**src/rtl/fetch_pkg.sv**
```systemverilog
// Shared definitions for the instruction fetch sequencer.
//   - state_e              : fetch FSM states
//   - RESET_VECTOR_DEFAULT : default PC driven while reset is asserted
//   - PC_STEP_DEFAULT      : default byte increment for sequential fetch
//   - ALIGN_MASK           : clears bits [1:0] of redirect targets
//   - align_target()       : applies ALIGN_MASK to a redirect target
package fetch_pkg;

  typedef enum logic [1:0] {
    S_REQ  = 2'd0,
    S_WAIT = 2'd1,
    S_OUT  = 2'd2
  } state_e;

  localparam logic [31:0] RESET_VECTOR_DEFAULT = 32'h0000_0000;
  localparam logic [31:0] PC_STEP_DEFAULT      = 32'd4;
  localparam logic [31:0] ALIGN_MASK           = 32'hFFFF_FFFC;

  function automatic logic [31:0] align_target(input logic [31:0] target);
    return target & ALIGN_MASK;
  endfunction

endpackage

```
**src/rtl/next_pc_select.sv**
```systemverilog
// Next-PC priority mux for the fetch sequencer (purely combinational).
// Ports:
//   rst, flush, consume       : redirect qualifiers, highest priority first
//   jump, branch_taken        : only honoured while consume is high
//   flush_target, jump_target,
//   branch_target             : redirect destinations (aligned here)
//   pc                        : current PC from the PC register
//   newpc                     : value the PC register loads on the next edge
module next_pc_select
  import fetch_pkg::*;
#(
  parameter logic [31:0] RESET_VECTOR = RESET_VECTOR_DEFAULT,
  parameter logic [31:0] PC_STEP      = PC_STEP_DEFAULT
) (
  input  logic        rst,
  input  logic        flush,
  input  logic        consume,
  input  logic        jump,
  input  logic        branch_taken,
  input  logic [31:0] flush_target,
  input  logic [31:0] jump_target,
  input  logic [31:0] branch_target,
  input  logic [31:0] pc,
  output logic [31:0] newpc
);

  // Priority select; the PC register reloads every cycle, so "hold" means newpc = pc.
  always_comb begin
    newpc = pc;
    if (rst) begin
      newpc = RESET_VECTOR;
    end else if (flush) begin
      newpc = align_target(flush_target);
    end else if (consume && jump) begin
      newpc = align_target(jump_target);
    end else if (consume && branch_taken) begin
      newpc = align_target(branch_target);
    end else if (consume) begin
      // 32-bit modulo add: 32'hFFFFFFFC + 4 wraps to 0.
      newpc = pc + PC_STEP;
    end else begin
      newpc = pc;
    end
  end

endmodule

```
**src/rtl/fetch_sequencer.sv**
```systemverilog
// Instruction fetch sequencer.
// Issues one fetch at a time to instruction memory at the current PC, holds
// the returned instruction until the core accepts it, and drives the PC
// register's next value (sequential, branch, jump, flush or reset vector).
// Ports:
//   clk, rst                          : clock, synchronous active-high reset
//   pc / newpc                        : PC register current value / next value
//   imem_req_valid/addr/ready         : fetch request handshake
//   imem_resp_valid/data              : fetch response
//   instr, instr_pc, instr_valid      : registered instruction to decode
//   stall                             : core cannot accept instr this cycle
//   branch_taken/target, jump/target  : redirects resolved for the presented instr
//   flush, flush_target               : pipeline-independent redirect
module fetch_sequencer
  import fetch_pkg::*;
#(
  parameter logic [31:0] RESET_VECTOR = RESET_VECTOR_DEFAULT,
  parameter logic [31:0] PC_STEP      = PC_STEP_DEFAULT
) (
  input  logic        clk,
  input  logic        rst,
  input  logic [31:0] pc,
  output logic [31:0] newpc,
  output logic        imem_req_valid,
  output logic [31:0] imem_req_addr,
  input  logic        imem_req_ready,
  input  logic        imem_resp_valid,
  input  logic [31:0] imem_resp_data,
  output logic [31:0] instr,
  output logic [31:0] instr_pc,
  output logic        instr_valid,
  input  logic        stall,
  input  logic        branch_taken,
  input  logic [31:0] branch_target,
  input  logic        jump,
  input  logic [31:0] jump_target,
  input  logic        flush,
  input  logic [31:0] flush_target
);

  state_e      state_q, state_d;
  logic        drop_q, drop_d;
  logic [31:0] req_pc_q, req_pc_d;
  logic [31:0] instr_q, instr_d;
  logic [31:0] instr_pc_q, instr_pc_d;
  logic        instr_valid_q, instr_valid_d;
  logic        consume_s;
  logic        req_fire_s;

  assign imem_req_addr = pc;
  assign instr         = instr_q;
  assign instr_pc      = instr_pc_q;
  assign instr_valid   = instr_valid_q;

  // Flush overrides acceptance: a flushed instruction is never consumed.
  assign consume_s  = instr_valid_q & ~stall & ~flush;
  assign req_fire_s = imem_req_valid & imem_req_ready;

  // Request only in S_REQ; a flush cycle suppresses it so the next request uses the new pc.
  always_comb begin
    imem_req_valid = 1'b0;
    if (!rst && !flush && (state_q == S_REQ)) begin
      imem_req_valid = 1'b1;
    end else begin
      imem_req_valid = 1'b0;
    end
  end

  // Fetch FSM next-state and datapath next values.
  always_comb begin
    state_d       = state_q;
    drop_d        = drop_q;
    req_pc_d      = req_pc_q;
    instr_d       = instr_q;
    instr_pc_d    = instr_pc_q;
    instr_valid_d = instr_valid_q;
    case (state_q)
      S_REQ: begin
        if (req_fire_s) begin
          req_pc_d = pc;
          state_d  = S_WAIT;
        end else begin
          state_d  = S_REQ;
        end
      end
      S_WAIT: begin
        if (imem_resp_valid) begin
          if (drop_q || flush) begin
            // Response belongs to a fetch that was redirected away.
            drop_d  = 1'b0;
            state_d = S_REQ;
          end else begin
            instr_d       = imem_resp_data;
            instr_pc_d    = req_pc_q;
            instr_valid_d = 1'b1;
            state_d       = S_OUT;
          end
        end else if (flush) begin
          // Response still in flight: remember to discard it.
          drop_d = 1'b1;
        end else begin
          drop_d = drop_q;
        end
      end
      S_OUT: begin
        if (flush || consume_s) begin
          instr_valid_d = 1'b0;
          state_d       = S_REQ;
        end else begin
          instr_valid_d = 1'b1;
        end
      end
      default: begin
        state_d       = S_REQ;
        drop_d        = 1'b0;
        instr_valid_d = 1'b0;
      end
    endcase
  end

  // State and output registers with synchronous reset.
  always_ff @(posedge clk) begin
    if (rst) begin
      state_q       <= S_REQ;
      drop_q        <= 1'b0;
      req_pc_q      <= 32'h0000_0000;
      instr_q       <= 32'h0000_0000;
      instr_pc_q    <= 32'h0000_0000;
      instr_valid_q <= 1'b0;
    end else begin
      state_q       <= state_d;
      drop_q        <= drop_d;
      req_pc_q      <= req_pc_d;
      instr_q       <= instr_d;
      instr_pc_q    <= instr_pc_d;
      instr_valid_q <= instr_valid_d;
    end
  end

  next_pc_select #(
    .RESET_VECTOR (RESET_VECTOR),
    .PC_STEP      (PC_STEP)
  ) u_next_pc_select (
    .rst           (rst),
    .flush         (flush),
    .consume       (consume_s),
    .jump          (jump),
    .branch_taken  (branch_taken),
    .flush_target  (flush_target),
    .jump_target   (jump_target),
    .branch_target (branch_target),
    .pc            (pc),
    .newpc         (newpc)
  );

endmodule
```
**config.mk**
```make
export PLATFORM = sky130hd
export DESIGN_NAME = fetch_sequencer
export DESIGN_NICKNAME = d
export VERILOG_FILES = /design/src/rtl/fetch_pkg.sv /design/src/rtl/next_pc_select.sv /design/src/rtl/fetch_sequencer.sv
export SDC_FILE = /design/constraint.sdc
export NUM_CORES = 1
export LEC_CHECK = 0
export BUFFER_PORTS_ARGS = -buffer_cell sky130_fd_sc_hd__buf_2
export CORE_MARGIN = 4
export CORE_UTILIZATION = 42
export CTS_CLUSTER_DIAMETER = 100
export CTS_CLUSTER_SIZE = 30
export DETAILED_ROUTE_END_ITERATION = 10
export GPL_ROUTABILITY_DRIVEN = 0
export PLACE_DENSITY = 0.74
export SYNTH_ARGS = -nofsm -noshare
export SYNTH_HDL_FRONTEND = slang
export SYNTH_HIERARCHICAL = 1
export SYNTH_SLANG_ARGS = --single-unit
export TNS_END_PERCENT = 100
```
**constraint.sdc**
```tcl
create_clock -name clk -period 2 [get_ports clk]
set_input_delay 0.2 -clock clk [delete_from_list [all_inputs] [get_ports clk]]
set_output_delay 0.2 -clock clk [all_outputs]
set_load 0.1 [all_outputs]
```
### After elaboration in Yosys (flattened, before gate mapping)

Cells that the tools add are included.

* input bits: 168
* bits in registers: 100
* word-level logic and storage cells: 56
* output and inout port bits: 130

* reduce and logical (&&, ||, !) cells: 15
* mux-type cells: 19
* equal/unequal tests: 7
* bitwise logic cells: 8
* add/sub/neg operators: 1

Operators by type and width (count)
* $mux W32: 5
* $add A32 B3 Y32 const B: 1
* $reduce_and A3 Y1: 3
* $mux W1: 8
* $mux W2: 3
* $ne A2 B2 Y1 const B: 3
* $ne A3 B3 Y1 const B: 2
* $pmux W2 S3: 1
* $not A1 Y1: 5
* $logic_and A1 B1 Y1: 4
* $reduce_and A2 Y1: 2
* $and A1 B1 Y1: 3
* $pmux W1 S3: 1
* $eq A2 B1 Y1 const B: 1
* $eq A2 B2 Y1 const B: 1
* $logic_not A1 Y1: 2
* $logic_not A2 Y1: 1
* $logic_or A1 B1 Y1: 2
* $pmux W1 S2: 1
* $reduce_or A2 Y1: 1

### Longest topological paths before layout

* word-level depth: 8
* gate-level depth with buffers: 10
* gate-level depth less buffers: 7

### Modules after synthesis

Netlist, hierarchy kept.

Modules (own cells, without submodules)
* fetch_sequencer: instances 1, seq. area each 2001.9 um^2, cells an instance 484, area an instance 4087.7 um^2
* next_pc_select: instances 1, seq. area each 0.0 um^2, cells an instance 282, area an instance 1725.4 um^2

### Worst setup path before layout

Ideal clock, no wire load.

* kind: reg-to-output
* start: register instr_valid_q (netlist: instr_valid)
* end: output newpc[15]
* arrival time: 4634 ps
* cell stages (with the launch flop): 9
* path buffers: 1
* setup slack: -2834 ps
* cell sequence: dfxtp_1 nand2b_1 nor2_1 and4_1 buf_2 nand3_2 or3_1 a31o_1 a221oi_1

* cells in the longest elaborated chain, start to end: 7

Ends and longest elaborated chain
* from (decl): RTL line fetch_sequencer.sv:46 `logic instr_valid_q, instr_valid_d;`
* from (signal assigned): RTL line fetch_sequencer.sv:136 `instr_valid_q <= instr_valid_d;`
* $and A1 B1 Y1 * (2 in series): RTL line fetch_sequencer.sv:56 `assign consume_s = instr_valid_q & ~stall & ~flush;`
* named net consume_s: RTL line fetch_sequencer.sv:47 `logic consume_s;`
* $mux W32 or $logic_and A1 B1 Y1 (tied branches): RTL line next_pc_select.sv:38, next_pc_select.sv:36
* $mux W32: RTL line next_pc_select.sv:36 `end else if (consume && branch_taken) begin`
* $mux W32 *: RTL line next_pc_select.sv:34 `end else if (consume && jump) begin`
* $mux W32 *: RTL line next_pc_select.sv:32 `end else if (flush) begin`
* $mux W32 *: RTL line next_pc_select.sv:30 `if (rst) begin`
* to (decl): RTL line fetch_sequencer.sv:23 `output logic [31:0] newpc,`

Mark *: on every way through the listed nets, which the timed path passes. The rest lies on a longest branch.

### Worst setup path in the final report

* start: register instr_valid_q (netlist: instr_valid)
* end: output newpc[31]

The elaborated chain is that of the path after synthesis.

==> flow_summary.ini <==
[status]
status = finished, violations left
failed_checks = negative setup slack

[setup_path]
start_kind = flop
cp.required_ns = 1.80
path_max_fanout = 6
cp-end-kind = primary output
cp.arrival_ns = 2.43
critical_path_class = reg -> out

[yosys]
synth-async-reset-ratio_pct = 0
yosys_warnings = 6
synth_compound_area_share_pct = 23.53
synth_nets = 939
synth_cell_types = 63
syn_area_um2 = 5813
synthFlopType = dfxtp_1
synth-simple-area-share_pct = 27.21
synth_top_family_by_area = simple AND/OR/NAND/NOR gates
synth_top_area_share_pct = 34.44
synth_edf_count = 0
synth_xor_area_share_pct = 1.808
synthAdderAreaFrac_pct = 1.076
muxShareOfSynthArea_pct = 0.9040
avgSynthCellArea_um2 = 7.589
synth_cells = 766
synth_top_cell_by_area = dfxtp_1
synth_area_leaders = dfxtp_1 (34%), nand2_1 (13%), a21oi_1 (7.5%)
ys_seq_elements = 100
ys_seq_area_share_pct = 34.44

[clock_tree]
cts_sinks = 100
h-tree-depth = 3
cts.clk_slew.worst_paths_ns = 0.07
clockBufferDepth = 2
cts-root-buf = clkbuf_16
cts_tree = yes
clkLatencyLatePin_ns = 0.34
cts_buffers = 9

[place]
port_buffers = 291
dp_hpwl_mm = 16.70
placedCellCount = 1245

[floorplan]
initial_core_util_pct = 43.38
die_w_um = 125.6
die_y_um = 125.6
die-area_um2 = 15790
core-area_um2 = 13400
io_pins = 298
rows = 42

[drt]
drt.antenna.violating_nets = 0
drt_pass1_iterations = 5
wl_per_cell_um = 17.21
via_per_inst = 5.292
dr.first_iter.drc_count = 443
drt_wl_total_mm = 21.99
vias = 6763
drc = 0

[global_routing]
antenna_found_initial = 3
grt.total_usage_pct = 26.54
use_met2_pct = 45.53
grt_first_pass_wirelength_mm = 34.47
grt_pass1_vias = 6614
grt-ovfl-total = 0
use_met1_pct = 32.32
grt_max_degree = 86
grt.busiest_layer = met2
grt_use_met3_pct = 5.038

[timing]
worstMarginPinSlew_ns = 0.7062
fin_skew_ns = 0.006842
setup_tns_ns = -14.13
holdWs_ns = 0.08953
fmaxAchievable_mhz = 380.1
finalHoldViolCount = 0
period_needed_ns = 2.631
setup_viol = 31
slew_violations = 0
rsz0062_at_grt = yes
period_share_pct = 131.5
fin_ws_ns = -0.6307
slew_headroom_pct = 52.92

[cells_and_area]
fin_nets = 1267
syn2layout_area_growth_pct = 66.98
final_cell_mix = buf_2 (258), nand2_1 (189), dfxtp_1 (97)
seq_area_um2 = 2008
fill_cells = 1019
layout-drive-gt1-share_pct = 53.87
multi_input_area_um2 = 4178
final_common_cell = buf_2
fin_cells = 1278

[pwr]
leakage_nw = 4.340
ir_drop_uv = 353.9
powerDensity_nw_per_um2 = 565.3

[min_path]
hold_class = in -> reg

[run]
drv_cap = 0
-- critical path, stage by stage (launching register included) --
cell      delay, ns
dfxtp_4        0.36
nand2b_4       0.07
nor2_4         0.14
and4_4         0.28
and3_2         0.29
nand3_1        0.16
or4_4          0.53
nand3_4        0.08
buf_12         0.17
-- metal layers --
metal	part of all wire [%]	vias to the layer above	wire (um)
met5	0	-	0
met4	4.9	0	1068
met3	7.6	89	1668
met2	48	359	10660
met1	39	3026	8600
li1	-	3289	-
-- kinds of logic after synthesis --
logic type,Yosys count
flip-flops,100
XOR/XNOR,12
buffers and inverters,105
AND/OR/NAND/NOR,331
multiplexers,5
AO/OA/AOI/OAI,208
adder cells (fa/ha/maj),5
-- cell type report --
type | instances | share of cell area, %
flip-flops and latches | 100 | 20.69
inverters | 19 | 0.7347
well taps | 176 | 2.269
clock buffers | 9 | 2.320
repair buffers | 403 | 30.05
diodes | 3 | 0.07734
clock inverters | 7 | 0.8250
multi-input cells | 561 | 43.04
-- repair_timing --
action,CTS,global route
setup buffers,5,8
hold buffers,0,0
gates cloned,1,0
pin swaps,36,20
gates resized for setup,58,29
setup endpoints to repair,31,32
-- power by group --
group / internal [mW] / total [mW] / switching, mW
clock network: 0.986 / 1.74 / 0.755
registers: 2.02 / 2.03 / 0.0138
logic: 0.569 / 1.72 / 1.15
-- cell usage after synthesis, drive strengths merged (2+ instances only) --
| cell type | count |
|---|---|
| nand3 | 19 |
| a31o | 2 |
| a311o | 3 |
| mux2 | 2 |
| mux2i | 3 |
| nor2b | 5 |
| nand4 | 9 |
| o2111ai | 3 |
| dfxtp | 100 |
| nand2 | 224 |
| o2bb2a | 2 |
| o221ai | 4 |
| clkbuf | 35 |
| nor2 | 28 |
| o21ai | 28 |
| a311oi | 2 |
| a21oi | 117 |
| xor2 | 3 |
| a211oi | 6 |
| and4 | 6 |
| o211ai | 2 |
| or3 | 2 |
| or4 | 3 |
| a22oi | 7 |
| a221oi | 15 |
| xnor2 | 9 |
| o31ai | 5 |
| buf | 51 |
| inv | 19 |
| ha | 5 |
| a31oi | 3 |
| nor3b | 2 |
| nand2b | 2 |
| and3 | 8 |
| nor4 | 7 |
| and2 | 6 |
| nor3 | 8 |
-- through the flow --
step	instance area, um^2	worst slack [ns]	power (mW)	utilization [%]
floorplan	6515	-0.8501	3.155	-
global placement	8869	-0.4419	3.729	66.18
detailed placement	8869	-0.4639	3.741	66.18
CTS	9498	-0.5904	5.517	70.88
global route	9707	-0.7100	5.705	72.44
finish	9707	-0.6307	5.487	72.44
-- final timing paths --
check | slack, ns | to | cells past startpoint | start
setup / recovery | -0.63 | newpc[31] | 8 | instr_valid
hold / removal | 0.09 | instr[4] | 3 | imem_resp_data[4]
setup reg to reg | 0.37 | req_pc_q[24] | 6 | state_q[0]
hold reg to reg | 0.45 | instr_pc[6] | 2 | req_pc_q[6]
-- registers in the layout (all words and copies together) (netlist names) --
name         flops
instr           32
instr_valid      1
state_q          2
req_pc_q        32
drop_q           1
instr_pc        32
Power figures use the tool's default switching activity.
